--- config.mk ---
export PLATFORM = sky130hd
export DESIGN_NAME = pn_gen_param
export DESIGN_NICKNAME = d
export VERILOG_FILES = /design/src/rtl/pn_pkg.sv /design/src/rtl/pn_lfsr_core.sv /design/src/rtl/pn_gen_param.sv
export SDC_FILE = /design/constraint.sdc
export NUM_CORES = 1
export LEC_CHECK = 0
export ABC_AREA = 1
export CORE_ASPECT_RATIO = 0.5
export CORE_MARGIN = 2
export CORE_UTILIZATION = 24
export DETAILED_ROUTE_END_ITERATION = 6
export GPL_ROUTABILITY_DRIVEN = 0
export GPL_TIMING_DRIVEN = 0
export PLACE_DENSITY = 0.55
export SLEW_MARGIN = 10
export SYNTH_ARGS = -nofsm -noshare
export SYNTH_HDL_FRONTEND = slang
export SYNTH_SLANG_ARGS = --single-unit
--- constraint.sdc ---
create_clock -name clk -period 1.3 [get_ports clk]
set_input_delay 0.26 -clock clk [delete_from_list [all_inputs] [get_ports clk]]
set_output_delay 0.26 -clock clk [all_outputs]
set_load 0.1 [all_outputs]
--- src/rtl/pn_pkg.sv ---
// Shared types and helpers for the PN chip generator: FSM state, LFSR lock state,
// and a table of maximal-length tap masks (right-shift LFSR, feedback into the MSB).
package pn_pkg;

  typedef enum logic {IDLE = 1'b0, RUN = 1'b1} state_t;

  // XNOR feedback locks up in all-ones, XOR feedback in all-zeros.
  function automatic logic [31:0] lock_state(input int width, input bit xnor_fb);
    logic [31:0] m;
    m = xnor_fb ? 32'((64'd1 << width) - 64'd1) : 32'd0;
    return m;
  endfunction

  // Bit i set means lfsr[i] is folded into the feedback; each mask is a primitive polynomial.
  function automatic logic [31:0] default_taps(input int width);
    logic [31:0] t;
    case (width)
      3:       t = 32'h0000_0003;
      4:       t = 32'h0000_0009;
      5:       t = 32'h0000_0005;
      6:       t = 32'h0000_0021;
      7:       t = 32'h0000_0041;
      8:       t = 32'h0000_0071;
      9:       t = 32'h0000_0021;
      10:      t = 32'h0000_0081;
      11:      t = 32'h0000_0201;
      12:      t = 32'h0000_0053;
      13:      t = 32'h0000_001B;
      14:      t = 32'h0000_002B;
      15:      t = 32'h0000_4001;
      16:      t = 32'h0000_A011;
      default: t = 32'h0000_0000;
    endcase
    return t;
  endfunction

endpackage

--- src/rtl/pn_lfsr_core.sv ---
// LFSR register with XOR/XNOR feedback; load has priority over shift, one state per cycle.
// No backpressure: the controller decides each cycle whether to load, shift or hold.
module pn_lfsr_core #(
  parameter int              WIDTH = 4,
  parameter logic [WIDTH-1:0] TAPS  = '1,
  parameter int              XNOR  = 1,
  parameter logic [WIDTH-1:0] SEED  = '0
) (
  input  logic             clk,
  input  logic             rst_n,
  input  logic             load_i,
  input  logic [WIDTH-1:0] load_val_i,
  input  logic             shift_i,
  output logic             chip_o
);

  logic [WIDTH-1:0] lfsr_q, lfsr_d;
  logic             fb;

  always_comb begin
    fb = ^(lfsr_q & TAPS);
    if (XNOR != 0) fb = ~fb;
    lfsr_d = lfsr_q;
    if (load_i)       lfsr_d = load_val_i;
    else if (shift_i) lfsr_d = {fb, lfsr_q[WIDTH-1:1]};
  end

  always_ff @(posedge clk or negedge rst_n) begin
    if (!rst_n) lfsr_q <= SEED;
    else        lfsr_q <= lfsr_d;
  end

  assign chip_o = lfsr_q[0];

endmodule

--- src/rtl/pn_gen_param.sv ---
// Parametrised PN chip generator: one registered chip per enabled RUN cycle, chip visible the cycle after en.
// No backpressure on chips; optional data spreading (PN_SPREAD_EN) takes one data bit per period via data_ready_o.
module pn_gen_param
  import pn_pkg::*;
#(
  parameter int               WIDTH  = 4,
  parameter logic [WIDTH-1:0] TAPS   = WIDTH'(default_taps(WIDTH)),
  parameter int               XNOR   = 1,
  parameter logic [WIDTH-1:0] SEED   = '0,
  parameter int               RESYNC = 1
) (
  input  logic             clk,
  input  logic             rst_n,
  input  logic             start_i,
  input  logic             stop_i,
  input  logic             en_i,
  input  logic             load_i,
  input  logic [WIDTH-1:0] seed_in_i,
`ifdef PN_SPREAD_EN
  input  logic             data_in_i,
  input  logic             data_valid_i,
  output logic             data_ready_o,
  output logic             spread_out_o,
`endif
  output logic             pn_o,
  output logic             pn_valid_o,
  output logic             epoch_o,
  output logic             lock_err_o,
  output logic             running_o
);

  localparam int               PERIOD = (2 ** WIDTH) - 1;
  localparam logic [WIDTH-1:0] LAST   = WIDTH'(PERIOD - 1);
  localparam logic [WIDTH-1:0] LOCK   = WIDTH'(lock_state(WIDTH, XNOR != 0));

  state_t           state_q;
  logic [WIDTH-1:0] cnt_q, seed_q;
  logic             pn_q, pn_valid_q, epoch_q, lock_err_q;

  logic             seed_lock, advance, wrap, core_load, chip;
  logic [WIDTH-1:0] seed_eff, core_val;

  assign seed_lock = (seed_in_i == LOCK);
  assign seed_eff  = seed_lock ? SEED : seed_in_i;
  assign advance   = !stop_i && !load_i && (state_q == RUN) && en_i;
  assign wrap      = advance && (cnt_q == LAST);
  assign core_load = stop_i || load_i || (wrap && (RESYNC != 0));
  assign core_val  = (load_i && !stop_i) ? seed_eff : seed_q;

  pn_lfsr_core #(
    .WIDTH (WIDTH),
    .TAPS  (TAPS),
    .XNOR  (XNOR),
    .SEED  (SEED)
  ) u_core (
    .clk        (clk),
    .rst_n      (rst_n),
    .load_i     (core_load),
    .load_val_i (core_val),
    .shift_i    (advance),
    .chip_o     (chip)
  );

  // Priority: stop > load > start > en; start in RUN falls through to the en branch.
  always_ff @(posedge clk or negedge rst_n) begin
    if (!rst_n) begin
      state_q    <= IDLE;
      cnt_q      <= '0;
      seed_q     <= SEED;
      pn_q       <= 1'b0;
      pn_valid_q <= 1'b0;
      epoch_q    <= 1'b0;
      lock_err_q <= 1'b0;
    end else begin
      epoch_q    <= 1'b0;
      lock_err_q <= 1'b0;
      if (stop_i) begin
        state_q    <= IDLE;
        cnt_q      <= '0;
        pn_q       <= 1'b0;
        pn_valid_q <= 1'b0;
      end else if (load_i) begin
        seed_q     <= seed_eff;
        cnt_q      <= '0;
        pn_valid_q <= 1'b0;
        lock_err_q <= seed_lock;
        if (start_i) state_q <= RUN;
      end else if (start_i && (state_q == IDLE)) begin
        state_q    <= RUN;
        pn_valid_q <= 1'b0;
      end else if (advance) begin
        pn_q       <= chip;
        pn_valid_q <= 1'b1;
        epoch_q    <= wrap;
        cnt_q      <= wrap ? '0 : cnt_q + 1'b1;
      end else begin
        pn_valid_q <= 1'b0;
      end
    end
  end

  assign pn_o       = pn_q;
  assign pn_valid_o = pn_valid_q;
  assign epoch_o    = epoch_q;
  assign lock_err_o = lock_err_q;
  assign running_o  = (state_q == RUN);

`ifdef PN_SPREAD_EN
  logic held_q, spread_q, bit_cur;

  // The period's data bit is decided on its first chip; nothing offered means a zero bit.
  assign data_ready_o = (state_q == RUN) && (cnt_q == '0);
  assign bit_cur      = (cnt_q == '0) ? (data_valid_i && data_in_i) : held_q;

  always_ff @(posedge clk or negedge rst_n) begin
    if (!rst_n) begin
      held_q   <= 1'b0;
      spread_q <= 1'b0;
    end else if (stop_i) begin
      held_q   <= 1'b0;
      spread_q <= 1'b0;
    end else if (advance) begin
      held_q   <= bit_cur;
      spread_q <= bit_cur ^ chip;
    end
  end

  assign spread_out_o = spread_q;
`endif

endmodule

# --- After elaboration in Yosys (flattened, before gate mapping) ---
# Index checks and enable logic that the tools add are counted.
# W data, S select, Z words.
classes:
  bitwise_logic: 3
  n_addsub: 1
  n_reduce_logical: 19
  eq_ne: 6
  n_mux: 27
op_table:
  columns: ["op", "n"]
  rows:
  - ["$mux W4", 9]
  - ["$mux W1", 18]
  - ["$eq A4 B4 Y1 const B", 2]
  - ["$logic_and A1 B1 Y1", 6]
  - ["$ne A3 B3 Y1 const B", 2]
  - ["$reduce_and A2 Y1", 3]
  - ["$reduce_bool A3 Y1", 2]
  - ["$add A4 B1 Y4 const B", 1]
  - ["$ne A2 B2 Y1 const B", 2]
  - ["$reduce_bool A2 Y1", 2]
  - ["$reduce_xor A4 Y1", 1]
  - ["$not A1 Y1", 3]
  - ["$reduce_and A3 Y1", 1]
  - ["$logic_not A1 Y1", 2]
  - ["$logic_or A1 B1 Y1", 2]
totals:
  word_cells: 64
  input_bits: 10
  output_inout_bits: 5
  register_bits: 17

# --- Longest topological paths before layout ---
logic_depth:
  ltp_word: 10
  depth_mapped: 8
  ltp_nobuf: 8

# --- By module ---
# From an unflattened synthesis, not the netlist that was laid out.
hier_totals:
  hier_cells: 101
  hier_area_um2: 845.8
by_module_without_submodules:
  columns: ["mod", "area_per_inst_um2", "cells_per_inst", "instances", "seq_area_each_um2"]
  rows:
  - ["pn_gen_param", 639.4, 72, 1, 325.3]
  - ["pn_lfsr_core", 206.4, 29, 1, 100.1]

# --- Worst setup path after synthesis ---
# Ideal clock, no wire load.
synth_path:
  kind: "reg-to-reg"
  startpoint: "register state_q (netlist: running_o)"
  endpoint: "register u_core.lfsr_q[0]"
  required_time_ns: 1.183
  setup_time_ns: 0.117
  path_stages_with_launch: 6
  t_arrival_ns: 1.636
  setup_slack_ns: -0.453
  path_buffers: 0
  period_less_slack_ns: 1.753
  cell_sequence: "dfrtp_1 > nand2_2 > o21ai_4 > nand3_1 > nand3_1 > nand2_1"
synth_via:
  elab_chain_cells: 5
  elab_cells_between_ends: 6
  cone_classes: "mux: 1; reduce/logical: 5"
synth_lines:
  columns: ["element", "line_no", "source"]
  rows:
  - ["from (decl)", "pn_gen_param.sv:36", "state_t state_q;"]
  - ["from (signal assigned)", "pn_gen_param.sv:67", "state_q <= IDLE;"]
  - ["from (signal assigned)", "pn_gen_param.sv:78", "state_q <= IDLE;"]
  - ["from (signal assigned)", "pn_gen_param.sv:87", "if (start_i) state_q <= RUN;"]
  - ["$logic_and A1 B1 Y1 * (2 in series)", "pn_gen_param.sv:45", "assign advance = !stop_i && !load_i && (state_q == RUN) && en_i;"]
  - ["$logic_and A1 B1 Y1", "pn_gen_param.sv:46", "assign wrap = advance && (cnt_q == LAST);"]
  - ["$logic_or A1 B1 Y1", "pn_gen_param.sv:47", "assign core_load = stop_i || load_i || (wrap && (RESYNC != 0));"]
  - ["$mux W4 or $reduce_bool A2 Y1 (tied branches)", null, null]
  - ["to (signal assigned)", "pn_lfsr_core.sv:30", "else lfsr_q <= lfsr_d;"]
  - ["to (decl)", "pn_lfsr_core.sv:17", "logic [WIDTH-1:0] lfsr_q, lfsr_d;"]
# Every way passes the cells marked *; elsewhere a longest branch is shown, timed or not.
# A chain may end at the register's enable or synchronous reset.

# --- Worst setup path in the final report ---
layout_path:
  startpoint: "register state_q (netlist: running_o)"
  endpoint: "output port running_o"
layout_lines:
  columns: ["element", "line_no", "source"]
  rows:
  - ["to (decl)", "pn_gen_param.sv:29", "output logic running_o"]
# No word-level cell between the ends.

==> flow_summary.html <==
<table>
<tr><th>Metric</th><th>Value</th></tr>
<tr><th colspan="2">Run status</th></tr>
<tr><td>Run status</td><td>finished, final reports clean</td></tr>
<tr><th colspan="2">Placement</th></tr>
<tr><td>Number of buffer cells added on primary ports</td><td>14</td></tr>
<tr><td>Post-detail-place hpwl</td><td>1190 um</td></tr>
<tr><td>Cell total after placement</td><td>168</td></tr>
<tr><th colspan="2">Synth</th></tr>
<tr><td>Commonest cells post-synth</td><td>29 x nand2_1, 17 x dfrtp_1, 14 x inv_1, 11 x nand3_1, 9 x nor2_1</td></tr>
<tr><td>Seq cells post-synth</td><td>17</td></tr>
<tr><td>Top_reg_cell synth</td><td>dfrtp_1</td></tr>
<tr><td>Syn Nets</td><td>115</td></tr>
<tr><td>Fraction of post-synthesis cell area in the top cell type by area</td><td>49.9%</td></tr>
<tr><td>Gate count of the mapped netlist</td><td>103</td></tr>
<tr><td>Biggest area consumer among synthesized cells</td><td>dfrtp_1</td></tr>
<tr><td>Fraction of registers with async set/reset</td><td>100%</td></tr>
<tr><td>Most area-consuming cells after synthesis</td><td>dfrtp_1 50%, nand2_1 13%, nand3_1 6.5%, inv_1 6.2%, nor2_1 4.0%</td></tr>
<tr><td>Sequential fraction of the synthesis area</td><td>49.9%</td></tr>
<tr><td>Number of enable flip-flop cells after synthesis</td><td>0</td></tr>
<tr><td>Mapped cell area</td><td>853 um2</td></tr>
<tr><td>Number of warnings reported in the yosys synthesis log</td><td>0</td></tr>
<tr><td>Count of distinct cell types in the synthesized netlist</td><td>17</td></tr>
<tr><td>Most frequently used cell type in the post-synthesis netlist</td><td>nand2_1</td></tr>
<tr><td>Average cell area after synthesis</td><td>8.28 um2</td></tr>
<tr><th colspan="2">Critical path</th></tr>
<tr><td>Maximum fanout along the worst path</td><td>3</td></tr>
<tr><td>Data required time at the worst endpoint</td><td>1.04 ns</td></tr>
<tr><td>Type of the worst setup path</td><td>reg -&gt; out</td></tr>
<tr><td>Critical Path Start Type</td><td>flop</td></tr>
<tr><td>Worst path top cell family by delay</td><td>flip-flops</td></tr>
<tr><td>Element type at the critical path end</td><td>primary output</td></tr>
<tr><td>Worst reg-to-reg path cell count</td><td>7</td></tr>
<tr><td>Count of buffering cells on the critical path with inverters included</td><td>1</td></tr>
<tr><td>Stages on worst setup path</td><td>1</td></tr>
<tr><td>Endpoint arrival time on the critical path</td><td>1.00 ns</td></tr>
<tr><td>Cells along the critical path</td><td>buf_4</td></tr>
<tr><td>Reg-to-reg slack, setup</td><td>0.07 ns</td></tr>
<tr><td>Slowest CP cell</td><td>dfrtp_4</td></tr>
<tr><td>Slowest cell delay on critical path</td><td>0.50 ns</td></tr>
<tr><th colspan="2">Hold path</th></tr>
<tr><td>Depth of the worst hold-timing path</td><td>2</td></tr>
<tr><td>Worst min path class</td><td>in -&gt; reg</td></tr>
<tr><th colspan="2">Cells and area</th></tr>
<tr><td>End-of-flow core utilization</td><td>34.3%</td></tr>
<tr><td>Number of nets in the final layout</td><td>139</td></tr>
<tr><td>Final std cells w/o fill</td><td>177</td></tr>
<tr><td>Fraction of final layout cells with drive strength greater than 1</td><td>27.8%</td></tr>
<tr><td>Area overhead of the layout relative to synthesis</td><td>37.4%</td></tr>
<tr><td>Antenna fix cells</td><td>0</td></tr>
<tr><th colspan="2">Power and ir drop</th></tr>
<tr><td>Maximum vdd drop</td><td>304 uV</td></tr>
<tr><td>Part of the total power dissipated in combinational logic</td><td>21.8%</td></tr>
<tr><td>Portion of total power attributed to sequential cells</td><td>47.8%</td></tr>
<tr><td>P per Cell Area</td><td>1090 nW/um2</td></tr>
<tr><td>Leak</td><td>0.621 nW</td></tr>
<tr><td>Switching Power</td><td>0.000368 W</td></tr>
<tr><td>Clock group share of total power</td><td>30.4%</td></tr>
<tr><td>Net switching share of the total power</td><td>28.7%</td></tr>
<tr><td>Internal portion of total power</td><td>0.000911 W</td></tr>
<tr><th colspan="2">GRT</th></tr>
<tr><td>Initial antenna violation count</td><td>0</td></tr>
<tr><td>Total global routing track utilization</td><td>8.61%</td></tr>
<tr><td>Via count of the first global-routing pass</td><td>614</td></tr>
<tr><td>First-pass GRT wire length</td><td>2570 um</td></tr>
<tr><td>Total congestion overflow after global routing</td><td>0</td></tr>
<tr><td>Largest net degree at the start of global routing</td><td>18</td></tr>
<tr><th colspan="2">Detailed routing</th></tr>
<tr><td>Routed Wire Length</td><td>1600 um</td></tr>
<tr><td>Detailed-route vias per instance</td><td>3.79</td></tr>
<tr><td>Initial detailed-routing violation count</td><td>8</td></tr>
<tr><td>Post-DRT Antenna Nets</td><td>0</td></tr>
<tr><td>Number of vias in the routed layout</td><td>670</td></tr>
<tr><td>DRC Markers</td><td>0</td></tr>
<tr><td>Routed length per placed instance</td><td>9.05 um</td></tr>
<tr><td>Number of iterations in the first detailed-routing pass</td><td>2</td></tr>
<tr><th colspan="2">Run</th></tr>
<tr><td>Count of max-cap constraint violations</td><td>0</td></tr>
<tr><th colspan="2">STA</th></tr>
<tr><td>Number of pins exceeding their max-slew limit in the final report</td><td>0</td></tr>
<tr><td>Slew @ Worst Pin</td><td>0.725 ns</td></tr>
<tr><td>Final clock period utilization by the worst path</td><td>97.0%</td></tr>
<tr><td>Unrepaired setup endpoints after global routing</td><td>true</td></tr>
<tr><td>Achievable clock frequency</td><td>793 MHz</td></tr>
<tr><td>Min Tclk post-route</td><td>1.26 ns</td></tr>
<tr><td>Count of endpoints failing hold in the final timing report</td><td>0</td></tr>
<tr><td>Worst clock skew</td><td>0.00432 ns</td></tr>
<tr><td>Worst slew slack as a fraction of its limit</td><td>51.5%</td></tr>
<tr><td>Total of endpoints with negative setup slack in the final report</td><td>0</td></tr>
<tr><th colspan="2">CTS</th></tr>
<tr><td>Master cell of the clock root buffer</td><td>clkbuf_8</td></tr>
<tr><td>Max clock buf depth</td><td>2</td></tr>
<tr><td>CTS clock-pin slew for the worst setup and hold paths</td><td>0.07 ns</td></tr>
<tr><td>Number of hold-repair buffers added at the cts stage</td><td>0</td></tr>
<tr><td>CTS Buf Count</td><td>3</td></tr>
<tr><td>H-tree depth</td><td>1</td></tr>
<tr><td>Number of sinks driven by the clock tree</td><td>17</td></tr>
<tr><td>Clock latency at the later pin of the worst-skew pair</td><td>0.25 ns</td></tr>
<tr><td>Clock tree from TritonCTS</td><td>built</td></tr>
<tr><th colspan="2">Floorplanning</th></tr>
<tr><td>Chip width</td><td>88.3 um</td></tr>
<tr><td>Initial Util</td><td>25.0%</td></tr>
<tr><td>Y dimension of the die</td><td>46.2 um</td></tr>
<tr><td>Number of primary I/O pins</td><td>15</td></tr>
<tr><td>Core outline area</td><td>3420 um2</td></tr>
<tr><td>Full die area</td><td>4080 um2</td></tr>
<tr><td># rows</td><td>15</td></tr>
</table>
-- power groups by stage --
stage,registers (W),logic (W),clock network [W]
floorplan,0.000642,0.000126,0
global placement,0.000617,0.000231,0
detailed placement,0.000618,0.000232,0
CTS,0.000610,0.000267,0.000404
global route,0.000617,0.000316,0.000426
finish,0.000611,0.000279,0.000389
-- stage by stage --
stage                     setup slack [ns]  setup TNS (ns)  total power [W]  hold WS (ns)  cell area, um2
after global placement              -0.510           -4.54         0.000848         0.458            1070
after floorplan                     0.0429               0         0.000768       -0.0356             862
after CTS                          0.00810               0          0.00128         0.473            1150
final                               0.0393               0          0.00128         0.339            1170
after detailed placement            -0.515           -4.65         0.000851         0.460            1070
after global routing               -0.0213         -0.0235          0.00136         0.363            1170
-- cell families (layout without fill, tap and decap cells) --
logic type | Yosys count | in the layout | share of synthesized area (%)
DFF | 17 | 17 | 49.9
xor gates and xnor gates | 2 | 2 | 2.05
buffers and inverters | 17 | 40 | 7.48
and+or+nand+nor | 59 | 59 | 32.4
adders and majority gates | 2 | 2 | 2.93
AOI/OAI and AO/OA | 6 | 6 | 5.28
-- worst register-to-register path, cell delays in order (launching register included) --
cell     delay, ns
dfrtp_1       0.39
inv_2         0.10
ha_4          0.15
nand3_4       0.07
o21ai_4       0.22
nand3_2       0.09
nand3_1       0.07
nand2_1       0.05
-- layout by cell type, fill, tap and decap left out, types with 2 or more instances in the layout --
master / instances
buf_2: 3
buf_4: 6
clkbuf_8: 3
clkdlybuf4s50_1: 7
dfrtp_1: 16
dlymetal6s2s_1: 2
inv_1: 13
inv_2: 4
nand2_1: 29
nand2_2: 4
nand2_4: 2
nand3_1: 8
nand3_2: 2
nor2_1: 8
nor2_2: 2
nor2_4: 2
o21ai_1: 3
xor2_1: 2
-- layer usage --
| layer | share of wire, % | vias to the layer above | global-route usage [%] | wire [um] |
|---|---|---|---|---|
| met5 | 0 | - | 0 | 0 |
| met4 | 1.2 | 0 | 2.73 | 19 |
| met3 | 3.2 | 2 | 2.69 | 51 |
| met2 | 47 | 10 | 14.9 | 754 |
| met1 | 48 | 301 | 10.5 | 776 |
| li1 | - | 357 | - | - |
-- flip-flops by register name (all words and copies together) (netlist names) --
name and count:
cnt_q 4, seed_q 4, u_core.lfsr_q 4, epoch_o 1
lock_err_o 1, pn_o 1, pn_valid_o 1, running_o 1
-- final timing paths --
kind	start	to
min in group asynchronous	rst_n	seed_q[2]
max in group asynchronous	rst_n	running_o
worst min-delay path	stop_i	running_o
worst max register to register	cnt_q[0]	u_core.lfsr_q[0]
worst max-delay path	running_o	running_o
worst min register to register	seed_q[3]	seed_q[3]
-- repair_timing --
| action | 4_1_cts | 5_1_grt |
|---|---|---|
| gates resized for setup | 32 | 5 |
| buffers inserted | 4 | 1 |
| pin swaps | 3 | 2 |
| endpoints found under the setup margin | 10 | 9 |
-- cell type report --
class | count | area, um2
clock inverters | 1 | 5.00
repair buffers | 19 | 163
clock buffers | 3 | 41.3
well taps | 51 | 63.8
multi-input cells | 69 | 407
flip-flops and latches | 17 | 429
fillers | 369 | 2240
inverters | 17 | 63.8
No activity file was read; power rests on OpenSTA's default activity.
==> patch 1 (same flow settings) <==
`XNOR` is set to 1 in 2 places; all go to 0.
--- a/src/rtl/pn_lfsr_core.sv
+++ b/src/rtl/pn_lfsr_core.sv
@@ -4,5 +4,5 @@
   parameter int              WIDTH = 4,
   parameter logic [WIDTH-1:0] TAPS  = '1,
-  parameter int              XNOR  = 1,
+  parameter int              XNOR  = 0,
   parameter logic [WIDTH-1:0] SEED  = '0
 ) (
--- a/src/rtl/pn_gen_param.sv
+++ b/src/rtl/pn_gen_param.sv
@@ -6,5 +6,5 @@
   parameter int               WIDTH  = 4,
   parameter logic [WIDTH-1:0] TAPS   = WIDTH'(default_taps(WIDTH)),
-  parameter int               XNOR   = 1,
+  parameter int               XNOR   = 0,
   parameter logic [WIDTH-1:0] SEED   = '0,
   parameter int               RESYNC = 1
Behaviour: not the same (Yosys sat finds a counterexample within 4 cycles, from zero or initial values and one cycle with rst_n low).
==> patch 1 against the unedited design <==
  * Routed wire length fell by 1.6%
  * Total power is 2.0% higher
  * Fmax rose by 0.62%
  * Sequential cell count did not move
  * Final cell count down 10%
  * Design area fell by 2.8%
  * Synthesized area decreased by 2.1%
  * Setup slack better by 0.0077 ns
  * Via count decreased by 7.2%
  * Core utilization is 0.58 points lower
  * Critical path depth unchanged
  * Combinational power is 5% higher
  * Critical path type unchanged
  * Critical endpoint is now lock_err_o
  * Largest power group unchanged
==> patch 1: results (changes against the unedited design) <==
Routing
  – DR iter-0 viols: 27 (+19)
  – Drt pass-1 iters: 4 (+2)
  – Avg WL per Cell: 9.92 um (+9.6%)
  – DR vias/cell: 3.91 (+3.3%)

Finish
  – Final Net Count: 130 (-6.5%)
  – Finished Layout Cells: 159 (-10%)
  – Share of cells above drive strength 1: 27.4% (-0.43 points)

GRT
  – Vias in the first global route: 588 (-4.2%)
  – First-pass GRT wire length: 2570 um (-0.27%)
  – Gr usage total: 8.51% (-0.093 points)

Place
  – Place WS: -0.502 ns (+0.0127 ns)
  – Post-detail-place hpwl: 1120 um (-5.9%)
  – Dpl cell area: 1030 sq um (-3.2%)
  – Post-Place Cells: 150 (-11%)

Worst setup path
  – R2R cell count: 7 (unchanged)
  – Slowest CP cell: buf_2
  – Largest delay share family, worst path: buffers and inverters
  – Max FO, Critical Path: 1 (-2)
  – CP Data Arrival Time: 0.99 ns
  – Crit path largest cell delay: 0.42 ns (-0.08 ns)

Power and ir drop
  – Leakage: 0.602 nW (-3.2%)
  – Maximum vdd drop: 0.000315 V (+3.5%)

Logic synthesis
  – Yosys cell types: 18 (+1)
  – Most frequent cells after synthesis: nand2_1 (21), dfrtp_1 (17), inv_1 (15)
  – Syn nets: 106 (-7.8%)
  – Seq/Total Area, Yosys: 50.9% (+1.0 points)
  – Synthesized area per cell: 8.89 sq um (+7.3%)
  – Largest cells by area after synthesis: dfrtp_1 (51%), nand2_1 (9.4%), inv_1 (6.7%)

Min path
  – Hold Path Depth: 2 (unchanged)

Clock tree
  – Clock insertion delay at the later pin of the skew report: 0.25 ns (about the same)
  – CTS buffer count: 3 (unchanged)
  – Clock Root Buffer: clkbuf_8

STA
  – Clk_skew: 0.00217 ns (-0.00215 ns)
  – Max-slew headroom: 49.5% (-2.0 points)

Run status
  – Outcome: finished, final reports clean
patch 1: what timing repair did:
item,CTS,global route
gates resized for setup,30,7
setup endpoints to repair,11,8
buffers inserted,5,0
pin swaps,3,5
gates cloned,0,0
patch 1: power by group:
part	internal, mW	switching, mW	total [mW]
Sequential	0.582	0.0336	0.616
Clock	0.218	0.179	0.396
Combinational	0.126	0.166	0.292
Total	0.926	0.378	1.30
patch 1: worst paths after layout:
check	end	slack (ns)	startpoint
worst min register to register	u_core.lfsr_q[1]	0.49	u_core.lfsr_q[1]
worst max-delay path	lock_err_o	0.05	lock_err_o
worst min-delay path	running_o	0.29	stop_i
max in group asynchronous	running_o	0.30	rst_n
min in group asynchronous	u_core.lfsr_q[0]	0.45	rst_n
worst max register to register	u_core.lfsr_q[1]	0.06	cnt_q[0]
patch 1: cells by family after synthesis:
kind of cell / count (synthesis) / share of synthesized area [%]
DFF: 17 / 50.9
AOI/OAI and AO/OA: 8 / 5.99
adders and majority gates: 2 / 2.99
buffers and inverters: 17 / 7.63
and+or+nand+nor: 47 / 29.3
xor gates and xnor gates: 3 / 3.14
patch 1: metrics by stage:
stage	TNS, ns	util [%]	power (mW)
after floorplan	0	-	0.781
after global placement	-4.45	30.6	0.859
after detailed placement	-4.34	30.6	0.864
after CTS	0	32.8	1.31
after global routing	0	33.7	1.38
final	0	33.7	1.30
patch 1: area by class of cell:
class / count / area, sq um
fill: 346 / 2240
inverter: 17 / 63.8
tap: 42 / 52.6
timing repair buffer: 19 / 163
clock buffer: 4 / 45.0
sequential: 17 / 429
multi-input combinational: 60 / 387
patch 1: routing by layer:
| layer | global-route usage [%] | up-vias | wire length [um] |
|---|---|---|---|
| li1 | - | 335 | - |
| met1 | 11.1 | 274 | 809 |
| met2 | 13.0 | 9 | 693 |
| met3 | 3.08 | 4 | 48 |
| met4 | 3.38 | 0 | 25 |
| met5 | 0 | - | 0 |
==> patch 2 (config.mk and constraints unchanged) <==
Without the edit above. One comparison of `cnt_q` changes from == to >=.
--- a/src/rtl/pn_gen_param.sv
+++ b/src/rtl/pn_gen_param.sv
@@ -44,5 +44,5 @@
   assign seed_eff  = seed_lock ? SEED : seed_in_i;
   assign advance   = !stop_i && !load_i && (state_q == RUN) && en_i;
-  assign wrap      = advance && (cnt_q == LAST);
+  assign wrap      = advance && (cnt_q >= LAST);
   assign core_load = stop_i || load_i || (wrap && (RESYNC != 0));
   assign core_val  = (load_i && !stop_i) ? seed_eff : seed_q;
Behaviour: same outputs for any inputs over 10 cycles, from zero or initial values and one cycle with rst_n low; that may be too few to reach the edited logic, so the function may still have changed.
==> patch 2 against the unedited design <==
  * Design area rose by 0.21%
  * First-iteration DRC count increased to 2.6 times the old value
  * Routed wire length increased by 8.5%
  * Hold slack improved by 0.14 ns
  * Synthesized area is 1.6% lower
  * Total power rose by 1.4%
  * Setup slack worse by 0.00059 ns
  * Clock skew is 0.00062 ns higher
  * Sequential cell count unchanged
==> patch 2: results (changes against the unedited design) <==
Run status
  – Outcome: finished, final reports clean

Finish
  – Final Net Count: 135 (-2.9%)
  – Share of cells above drive strength 1: 33.6% (+5.8 points)
  – Biggest registers after layout: cnt_q x4, seed_q x4, u_core.lfsr_q x4
  – Finished Layout Cells: 173 (-2.3%)

Logic synthesis
  – Yosys Warn Count: 0 (unchanged)
  – Most frequent cells after synthesis: nand2_1 (26), dfrtp_1 (17), nor2_1 (13)
  – Post-synth ARST share: 100% (unchanged)
  – Number of synthesized flops with an enable pin: 0 (unchanged)
  – Post-synthesis cell count: 99 (-3.9%)
  – Syn nets: 111 (-3.5%)
  – Largest cells by area after synthesis: dfrtp_1 (51%), nand2_1 (12%), nor2_1 (5.8%)
  – Seq/Total Area, Yosys: 50.7% (+0.82 points)
  – Yosys cell types: 20 (+3)

Worst setup path
  – R2r startpoint: cnt_q[1]
  – CP Capture Point: running_o
  – FF-to-FF setup slack: 0.08 ns
  – Slowest CP cell: dfrtp_4
  – CP Data Arrival Time: 1.00 ns (about the same)
  – Crit path largest cell delay: 0.50 ns (about the same)
  – Worst r2r dst: cnt_q[2]

STA
  – Final hold slack: 0.476 ns (+0.137 ns)
  – Fin crit share: 97.0% (about the same)
  – Slew @ Worst Pin: 0.820 ns (+0.0946 ns)
  – Clk_skew: 0.00494 ns (+0.000621 ns)

Clock tree
  – CTS buffer count: 3 (unchanged)
  – Clk buf depth: 2 (unchanged)
  – Post CTS Setup Buffer Count: 2 (-2)
  – Number of gates resized after CTS: 31 (-3.1%)
  – Clock insertion delay at the later pin of the skew report: 0.25 ns (about the same)
  – Hold buffer count at CTS: 0 (unchanged)

Routing
  – DR iter-0 viols: 21 (+13)
  – Routed wire length: 1740 um (+8.5%)
  – Drt pass-1 iters: 4 (+2)
  – Via count: 688 (+2.7%)

GRT
  – First-pass GRT wire length: 2700 um (+4.8%)
  – Met2 global-route usage: 15.2% (+0.26 points)
  – Grt met1 use: 10.5% (+0.046 points)
  – Initial antenna violation count: 0 (unchanged)
  – Vias in the first global route: 620 (+0.98%)
  – Gr usage total: 8.87% (+0.27 points)
  – GR Util met3: 2.72% (+0.029 points)

Min path
  – Hold Crit Class: input port to asynchronous set/reset pin

Place
  – Post-detail-place hpwl: 1230 um (+3.1%)
  – Post-Place Cells: 164 (-2.4%)
  – Buffers on Ports: 14 (unchanged)
  – Dpl cell area: 1050 sq um (-1.1%)
  – Place WS: -0.517 ns (-0.00198 ns)

Power and ir drop
  – Maximum vdd drop: 0.000287 V (-5.7%)
  – Leakage: 0.595 nW (-4.3%)
[patch 2: cell count changes after synthesis, sizes merged, moves of 2 or more]
| cell | delta |
|---|---|
| nor2 | +6 |
| nand2 | -5 |
| o21ai | -3 |
| inv | -2 |
| nand3 | -2 |
[patch 2: power by group]
group / leakage, nW / switching, mW / internal [mW] / total (mW)
clock network: 0.0228 / 0.185 / 0.218 / 0.403
logic: 0.352 / 0.170 / 0.114 / 0.284
registers: 0.220 / 0.0293 / 0.581 / 0.611
[patch 2: per-layer routing]
metal	share of wire, %	wire (um)
met5	0	0
met3	2.2	39
met1	49	843
met2	48	833
met4	1.2	21
[patch 2: layout make-up]
type	instances	area, sq um
fillers	343	2220
repair buffers	19	155
inverters	15	56.3
clock buffers	4	45.0
flip-flops and latches	17	429
multi-input cells	67	425
well taps	51	63.8
[patch 2: cell families after synthesis]
logic type,after synthesis,share of synthesized area [%]
fa+ha+maj,2,2.98
xor+xnor,2,2.09
simple gates,58,33.2
flops,17,50.7
buf+inv,15,6.71
compound gates,5,4.32
